`config.mk`:
```
export PLATFORM = sky130hd
export DESIGN_NAME = txuart
export DESIGN_NICKNAME = d
export VERILOG_FILES = /design/src/rtl/txuart.sv
export SDC_FILE = /design/constraint.sdc
export NUM_CORES = 1
export LEC_CHECK = 0
export CAP_MARGIN = 20
export CORE_MARGIN = 2
export CORE_UTILIZATION = 25
export CTS_BUF_LIST = sky130_fd_sc_hd__clkbuf_8
export DETAILED_ROUTE_END_ITERATION = 8
export HOLD_SLACK_MARGIN = 0.02
export PLACE_DENSITY = 0.48
export SETUP_SLACK_MARGIN = 0.02
export SYNTH_ARGS = -nofsm -noshare
export SYNTH_HDL_FRONTEND = slang
export SYNTH_SLANG_ARGS = --single-unit
```
`constraint.sdc`:
```
create_clock -name clk -period 4.1 [get_ports clk]
set_clock_uncertainty 0.2 [all_clocks]
set_input_delay 0.82 -clock clk [delete_from_list [all_inputs] [get_ports clk]]
set_output_delay 0.82 -clock clk [all_outputs]
set_load 0.005 [all_outputs]
```
`src/rtl/txuart.sv`:
```
`timescale 1ns/1ps
// txuart -- 8N1 UART transmitter with a small input FIFO.
//
// Bytes enter through a valid/ready handshake, wait in a FIFO_DEPTH-entry
// FIFO and are sent LSB first on tx: one start bit (0), eight data bits and
// one stop bit (1). Every bit lasts DIVIDER = CLK_FREQ/BAUDRATE clocks, so a
// frame lasts 10*DIVIDER clocks. Back-to-back frames follow each other with
// no idle gap.
//
// Handshake: a byte moves from data into the FIFO on every rising edge where
// valid && ready. ready is high whenever the FIFO is not full (and never
// during reset). A push into a full FIFO is refused even if a pop happens
// on the same edge. valid may be withdrawn at any time without a transfer.
//
// Ports:
//   clk    in   system clock, rising edge
//   rst_n  in   synchronous active-low reset
//   data   in   [7:0] byte to transmit
//   valid  in   producer has a byte on data
//   ready  out  FIFO can accept a byte
//   tx     out  serial line, idles high, driven from a flop
//   busy   out  frame on the line or FIFO non-empty
//   level  out  [$clog2(FIFO_DEPTH):0] FIFO occupancy
module txuart #(
    parameter int CLK_FREQ   = 12_000_000,
    parameter int BAUDRATE   = 230_400,
    parameter int FIFO_DEPTH = 4
) (
    input  logic                          clk,
    input  logic                          rst_n,
    input  logic [7:0]                    data,
    input  logic                          valid,
    output logic                          ready,
    output logic                          tx,
    output logic                          busy,
    output logic [$clog2(FIFO_DEPTH):0]   level
);

    localparam int DIVIDER = CLK_FREQ / BAUDRATE;
    localparam int CW      = (DIVIDER < 2) ? 1 : $clog2(DIVIDER);
    localparam int PW      = (FIFO_DEPTH < 2) ? 1 : $clog2(FIFO_DEPTH);
    localparam int LW      = PW + 1;

    // Reject illegal parameterisations at elaboration.
    if (DIVIDER < 2) begin : g_div_check
        $error("txuart: CLK_FREQ/BAUDRATE must be at least 2");
    end
    if ((FIFO_DEPTH < 2) || ((FIFO_DEPTH & (FIFO_DEPTH - 1)) != 0)) begin : g_depth_check
        $error("txuart: FIFO_DEPTH must be a power of two and at least 2");
    end

    // ------------------------------------------------------------------
    // FIFO
    // ------------------------------------------------------------------
    logic [7:0]    mem [FIFO_DEPTH];
    logic [PW-1:0] wr_ptr;
    logic [PW-1:0] rd_ptr;
    logic [LW-1:0] count;
    logic          push;
    logic          pop;
    logic [7:0]    head;

    // ready comes only from the registered count, so a pop on the same edge
    // never lets a push into a full FIFO.
    assign ready = rst_n && (count != LW'(FIFO_DEPTH));
    assign push  = valid && ready;
    assign head  = mem[rd_ptr];

    // Storage needs no reset: an entry is only read after it was written.
    always_ff @(posedge clk) begin
        if (push) begin
            mem[wr_ptr] <= data;
        end
    end

    // Pointers wrap naturally because FIFO_DEPTH is a power of two.
    always_ff @(posedge clk) begin
        if (!rst_n) begin
            wr_ptr <= '0;
            rd_ptr <= '0;
            count  <= '0;
        end else begin
            if (push) begin
                wr_ptr <= wr_ptr + 1'b1;
            end
            if (pop) begin
                rd_ptr <= rd_ptr + 1'b1;
            end
            case ({push, pop})
                2'b10:   count <= count + 1'b1;
                2'b01:   count <= count - 1'b1;
                default: count <= count;
            endcase
        end
    end

    // ------------------------------------------------------------------
    // Transmit FSM
    // ------------------------------------------------------------------
    typedef enum logic [1:0] {
        S_IDLE  = 2'd0,
        S_START = 2'd1,
        S_DATA  = 2'd2,
        S_STOP  = 2'd3
    } state_t;

    state_t        state;
    state_t        state_d;
    logic [CW-1:0] cnt;
    logic [CW-1:0] cnt_d;
    logic [2:0]    bit_idx;
    logic [2:0]    bit_idx_d;
    logic [7:0]    shreg;
    logic [7:0]    shreg_d;
    logic          tx_d;
    logic          bit_done;
    logic          fifo_nonempty;

    // The counter restarts at 0 on every bit boundary, so each bit is exactly
    // DIVIDER clocks and no error accumulates across the frame.
    assign bit_done      = (cnt == CW'(DIVIDER - 1));
    assign fifo_nonempty = (count != '0);

    always_comb begin
        state_d   = state;
        cnt_d     = cnt;
        bit_idx_d = bit_idx;
        shreg_d   = shreg;
        tx_d      = tx;
        pop       = 1'b0;
        case (state)
            S_IDLE: begin
                tx_d = 1'b1;
                if (fifo_nonempty) begin
                    pop     = 1'b1;
                    shreg_d = head;
                    tx_d    = 1'b0;
                    cnt_d   = '0;
                    state_d = S_START;
                end
            end
            S_START: begin
                if (bit_done) begin
                    cnt_d     = '0;
                    tx_d      = shreg[0];
                    shreg_d   = {1'b0, shreg[7:1]};
                    bit_idx_d = 3'd0;
                    state_d   = S_DATA;
                end else begin
                    cnt_d = cnt + 1'b1;
                end
            end
            S_DATA: begin
                if (bit_done) begin
                    cnt_d = '0;
                    if (bit_idx == 3'd7) begin
                        tx_d    = 1'b1;
                        state_d = S_STOP;
                    end else begin
                        tx_d      = shreg[0];
                        shreg_d   = {1'b0, shreg[7:1]};
                        bit_idx_d = bit_idx + 1'b1;
                    end
                end else begin
                    cnt_d = cnt + 1'b1;
                end
            end
            S_STOP: begin
                if (bit_done) begin
                    cnt_d = '0;
                    // Chain straight into the next start bit when more data waits.
                    if (fifo_nonempty) begin
                        pop     = 1'b1;
                        shreg_d = head;
                        tx_d    = 1'b0;
                        state_d = S_START;
                    end else begin
                        tx_d    = 1'b1;
                        state_d = S_IDLE;
                    end
                end else begin
                    cnt_d = cnt + 1'b1;
                end
            end
            default: begin
                tx_d    = 1'b1;
                state_d = S_IDLE;
            end
        endcase
    end

    always_ff @(posedge clk) begin
        if (!rst_n) begin
            state   <= S_IDLE;
            cnt     <= '0;
            bit_idx <= 3'd0;
            shreg   <= 8'h00;
            tx      <= 1'b1;
        end else begin
            state   <= state_d;
            cnt     <= cnt_d;
            bit_idx <= bit_idx_d;
            shreg   <= shreg_d;
            tx      <= tx_d;
        end
    end

    assign busy  = (state != S_IDLE) || fifo_nonempty;
    assign level = count;

endmodule
```
* Word-level counts from Yosys, hierarchy flattened
Memories as Yosys holds them, arrays and structs flattened. A register that Yosys moved wholly into a read port is not among the register bits. Index checks and enable logic that the tools add are counted. W data, S select, Z words.
Storage, ports and cells: register bits after elaboration 27, RAM bits 32, input bits 11, word-level logic and storage cells 76, memories 1
Memories:
- mem | words 4, bits a word 8, rd ports 1, clocked after memory_dff 1, wr ports 1, line 55 | logic [7:0] mem [FIFO_DEPTH];
Operators by class: add/sub/neg operators 6, eq/ne operators 14, mux-type cells 34, reductions and logical operators 13
Operators by type and width (number):
- $mux W8 | 5
- $pmux W8 S4 | 1
- $mux W2 | 7
- $mux W6 | 2
- $ne A2 B2 Y1 const B | 6
- $pmux W3 S2 | 2
- $pmux W6 S2 | 1
- $mux W1 | 10
- $mux W3 | 3
- $pmux W2 S4 | 1
- $reduce_and A4 Y1 | 2
- $add A3 B1 Y3 const B | 2
- $add A6 B1 Y6 const B | 1
- $eq A2 B2 Y1 const B | 3
- $eq A6 B6 Y1 const B | 1
- $reduce_bool A2 Y1 | 3
- $reduce_and A5 Y1 | 1
- $add A2 B1 Y2 const B | 2
- $eq A2 B1 Y1 const B | 2
- $pmux W1 S4 | 1
- $eq A3 B3 Y1 const B | 1
- $ne A3 B3 Y1 const B | 1
- $reduce_and A3 Y1 | 1
- $reduce_bool A3 Y1 | 1
- other kinds (6) | 7

* Depth between registers and ports, before layout
depth after elaboration 6, gate-level depth with buffers 11

* Least setup slack after synthesis
OpenSTA, ideal clock, no wires.
path kind register to register, start register cnt[0], end register count[2] (netlist: level[2]), data arrival time 2.504 ns, required time 3.829 ns, path slack 1.326 ns, stages on the path, launching flop included 12, path buffers 1, period minus slack after synthesis 2.774 ns, cells stage by stage dfxtp_1 ha_1 nor4bb_1 buf_4 a31oi_1 nor3_2 ha_1 inv_1 fa_1 xor2_1 or3_1 a21oi_1
On the way: word-level cells in the longest chain between the ends 5
RTL lines:
- start, declared | line 109 | logic [CW-1:0] cnt;
- start signal, assigned | line 201 | cnt <= cnt_d;
- $eq A6 B6 Y1 * | line 121 | assign bit_done = (cnt == CW'(DIVIDER - 1));
- $mux W1 * | line 169 | if (bit_done) begin
- $pmux W1 S2 * | line 131 | case (state)
- named net pop | line 60 | logic pop;
- $eq A2 B1 Y1 or $eq A2 B2 Y1 (tied branches) | line 89 | case ({push, pop})
- $pmux W3 S2 or $reduce_bool A2 Y1 (tied branches)
- end signal, assigned | line 90 | 2'b10: count <= count + 1'b1;
- end signal, assigned | line 91 | 2'b01: count <= count - 1'b1;
- end signal, assigned | line 92 | default: count <= count;
- end, declared | line 58 | logic [LW-1:0] count;
The timed path passes the listed nets; every way through them passes the cells marked *. A chain may end at the register's enable or synchronous reset.

* Worst setup path after layout
start register count[0] (netlist: level[0]), end output busy
On the way: word-level cells in the longest chain between the ends 2
RTL lines:
- $reduce_bool A3 Y1 | line 122 | assign fifo_nonempty = (count != '0);
- $logic_or A1 B1 Y1 | line 208 | assign busy = (state != S_IDLE) || fifo_nonempty;
- end, declared | line 35 | output logic busy,
No other way between the ends.

==> results_dict.tcl <==
set metrics [dict create \
    worst_slew_margin_relative_to_its_limit_pct 62.0 \
    dieWidth_um 110 \
    total_wire_length_um 5230 \
    rsz0062_at_grt "no" \
    holdCritPathClass "reg -> reg" \
    smallest_hold_slack_ns 0.273 \
    post-route-min-period_ns 3.18 \
    layout-area-overhead-vs-synth_pct 17.7 \
    tritoncts.num_buffers 9 \
    portBuffers 16 \
    buf_inv_on_cp 2 \
    drt_iter0_markers 43 \
    ctsHtreeMaxLevel 3 \
    clock_sinks 61 \
    synth_area_leaders "sky130_fd_sc_hd__edfxtp_1 34%, sky130_fd_sc_hd__dfxtp_1 21%, sky130_fd_sc_hd__mux4_2 6.4%, sky130_fd_sc_hd__ha_1 5.8%, sky130_fd_sc_hd__mux2i_1 4.3%" \
    synthesis.area_per_instance_um2 12.5 \
    fp.dieH_um 110 \
    overall_power_w 0.00233 \
    routed-via-count 1773 \
    synth-seq-area-share_pct 54.7 \
    detail_routed_net_length_per_standard_cell_um 13.5 \
    core_um2 10900 \
    hpwlAfterDp_um 3550 \
    worst-slew-pin-transition_ns 0.569 \
    grt_usage_pct 9.79 \
    cp_cell_sequence "nor3_1 > and2_0 > inv_1 > clkdlybuf4s50_1" \
    critical_path.slowest_cell "sky130_fd_sc_hd__nor3_1" \
    clock_tree_root "sky130_fd_sc_hd__clkbuf_8" \
    area_of_the_mapped_netlist_um2 2820 \
    fp-row-count 38 \
    timing_worst_setup_path_type "reg -> out" \
    first_pass_iters 6 \
    number_of_antenna_violations_at_the_first_check_in_global_routing 0 \
    crit_required_ns 3.08 \
    mappedNetlistNets 250 \
    cts.repair_timing.setup_buffer_count 0 \
    ys.flop_type "sky130_fd_sc_hd__edfxtp_1" \
    cap_violations 0 \
    insertion_delay_ns 0.34 \
    grt-ovfl-total 0 \
    cts_tree "done" \
    start_util_pct 25.8 \
    stdcell_count 388 \
    dp_cells 372 \
    cts-hold-fix-buffers 0 \
    largest_net_degree_at_the_start_of_global_routing 20 \
    run_status "finished clean" \
    yosysWarnings 0 \
    layout_worst_path_cycle_share_pct 77.5 \
    netlist-cell-type-count 44 \
    nFillCells 1127 \
    layout-drive-gt1-share_pct 17.7 \
    ant_diodes 0 \
    drv_slew 0 \
    detail_route.drc_violations 0 \
    final_stage_net_count 268 \
    critical-path-max-stage-delay_ns 0.46 \
    maximum_root_to_sink_buffer_count 2 \
    cp-end-kind "output port" \
    timing_hold_violations_final 0 \
    timing.critical_path.max_delay_family "simple AND/OR/NAND/NOR gates" \
    setup_tns_ns 0 \
    highest_clock_frequency_the_design_can_meet_ghz 0.315 \
    post-synth-top-area-cell "sky130_fd_sc_hd__edfxtp_1" \
    grt_pass1_vias 1770 \
    finalSetupViolations 0 \
    synth_top_cell_area_share_pct 34.1 \
    utilization_pct 30.3 \
    first_pass_grt_wire_length_um 9010 \
    cts.repair.resized 0 \
    io-pin-count 17 \
    design.die.area_um2 12100 \
    powerDensity_nw_per_um2 701 \
    synth_enable_flop_cells 32 \
    drtAntennaViolNets 0 \
    path_clk_slew_ns 0.08 \
    synth.ff_latch_count 61 \
    drt-vias-per-instance 4.57 \
    worst_setup_path_start_kind "flip-flop" \
    postSynthCellCount 225 \
    cp.arrival_ns 2.16 \
    place_congestion 0.715 \
    crit_fanout 6 \
    synthArstFlopShare_pct 0 \
    leakage_nw 1.14 \
    ir_worst_vdd_uv 276 \
]
## per-layer routing
metal | vias up | GRT usage [%] | wire length (um)
li1 | 870 | - | -
met1 | 862 | 13.3 | 2600
met2 | 31 | 14.5 | 2330
met3 | 10 | 3.23 | 205
met4 | 0 | 3.48 | 97
met5 | - | 0 | 0
## power by group
part / switching (W) / internal, W
registers: 0.0000712 / 0.000732
clock network: 0.000264 / 0.000288
logic: 0.000532 / 0.000439
total: 0.000867 / 0.00146
## tightest hold or removal path, cell delays in order, from the launching register on
cell and delay, ns:
sky130_fd_sc_hd__dfxtp_1 0.31, sky130_fd_sc_hd__nand2_1 0.05, sky130_fd_sc_hd__mux2i_1 0.07
## metrics by stage
stage / instance area (um2) / worst slack, ns
6_report: 3320 / 0.922
5_1_grt: 3320 / 0.735
4_1_cts: 3320 / 0.880
3_5_place_dp: 3120 / 0.911
3_3_place_gp: 3120 / 0.921
2_1_floorplan: 2820 / 1.33
## logic make-up (layout without fill, tap and decap cells)
group,after synthesis,in the layout,synth area share [%]
AO/OA/AOI/OAI,50,50,12.9
XOR/XNOR,3,3,0.932
adder cells (fa/ha/maj),14,14,6.48
buffers and inverters,25,48,4.17
flip-flops,61,61,54.7
multiplexers,20,20,10.7
AND/OR/NAND/NOR,52,52,10.2
## layout make-up
type | instances | area, um2 | share of cell area (%)
inverters | 11 | 41.3 | 1.24
well taps | 140 | 175 | 5.28
clock buffers | 9 | 124 | 3.73
clock inverters | 7 | 77.6 | 2.34
repair buffers | 21 | 198 | 5.96
flip-flops and latches | 61 | 1540 | 46.5
multi-input cells | 139 | 1160 | 35.0
## cells in the mapped netlist, types with 2 or more instances
cell                        n
sky130_fd_sc_hd__nand3_1    4
sky130_fd_sc_hd__xor2_1     2
sky130_fd_sc_hd__buf_2      4
sky130_fd_sc_hd__inv_1     11
sky130_fd_sc_hd__nor2_1    13
sky130_fd_sc_hd__nand2_1   11
sky130_fd_sc_hd__buf_6      2
sky130_fd_sc_hd__or3_1      3
sky130_fd_sc_hd__a31oi_1    3
sky130_fd_sc_hd__dfxtp_1   29
sky130_fd_sc_hd__a21bo_2    2
sky130_fd_sc_hd__clkbuf_1   7
sky130_fd_sc_hd__a211oi_2   7
sky130_fd_sc_hd__ha_1      13
sky130_fd_sc_hd__mux2i_1   12
sky130_fd_sc_hd__nand3b_1   3
sky130_fd_sc_hd__nor3_1     2
sky130_fd_sc_hd__a211oi_1   3
sky130_fd_sc_hd__nor4b_1    2
sky130_fd_sc_hd__nand2b_1   2
sky130_fd_sc_hd__and2_1     4
sky130_fd_sc_hd__o21ai_0    7
sky130_fd_sc_hd__a22o_1     2
sky130_fd_sc_hd__a21oi_1   19
sky130_fd_sc_hd__edfxtp_1  32
sky130_fd_sc_hd__mux4_2     8
## path summary, 6_finish.rpt
check,from,to,slack (ns),cells after the start
max,level[0],busy,0.92,4
min,rd_ptr[1],flip-flop,0.27,2
max reg2reg,cnt[0],level[2],1.08,11
min reg2reg,rd_ptr[1],flip-flop,0.27,2
## placed cells by master, fill, tap and decap left out, types with 2 or more instances in the layout
cell                              instances
sky130_fd_sc_hd__nor2_1                  13
sky130_fd_sc_hd__clkdlybuf4s50_1         16
sky130_fd_sc_hd__nand3b_1                 3
sky130_fd_sc_hd__inv_6                    4
sky130_fd_sc_hd__inv_1                   11
sky130_fd_sc_hd__nand3_1                  4
sky130_fd_sc_hd__ha_1                    13
sky130_fd_sc_hd__nor4b_1                  2
sky130_fd_sc_hd__a21oi_1                 19
sky130_fd_sc_hd__dfxtp_1                 29
sky130_fd_sc_hd__edfxtp_1                32
sky130_fd_sc_hd__clkbuf_8                 9
sky130_fd_sc_hd__a211oi_2                 7
sky130_fd_sc_hd__nand2_1                 11
sky130_fd_sc_hd__nand2b_1                 2
sky130_fd_sc_hd__and2_1                   4
sky130_fd_sc_hd__nor3_1                   2
sky130_fd_sc_hd__a211oi_1                 3
sky130_fd_sc_hd__xor2_1                   2
sky130_fd_sc_hd__a31oi_1                  3
sky130_fd_sc_hd__buf_4                    5
sky130_fd_sc_hd__or3_1                    3
sky130_fd_sc_hd__o21ai_0                  7
sky130_fd_sc_hd__a22o_1                   2
sky130_fd_sc_hd__mux4_2                   8
sky130_fd_sc_hd__a21bo_2                  2
sky130_fd_sc_hd__mux2i_1                 12
## sequential cells by signal, summed over array words and instances (netlist names), named ones only
register,count
bit_idx,3
cnt,6
level,3
mem,32
rd_ptr,2
shreg,8
state,2
tx,1
wr_ptr,2
Note: power is estimated with default switching activity, not from simulation.
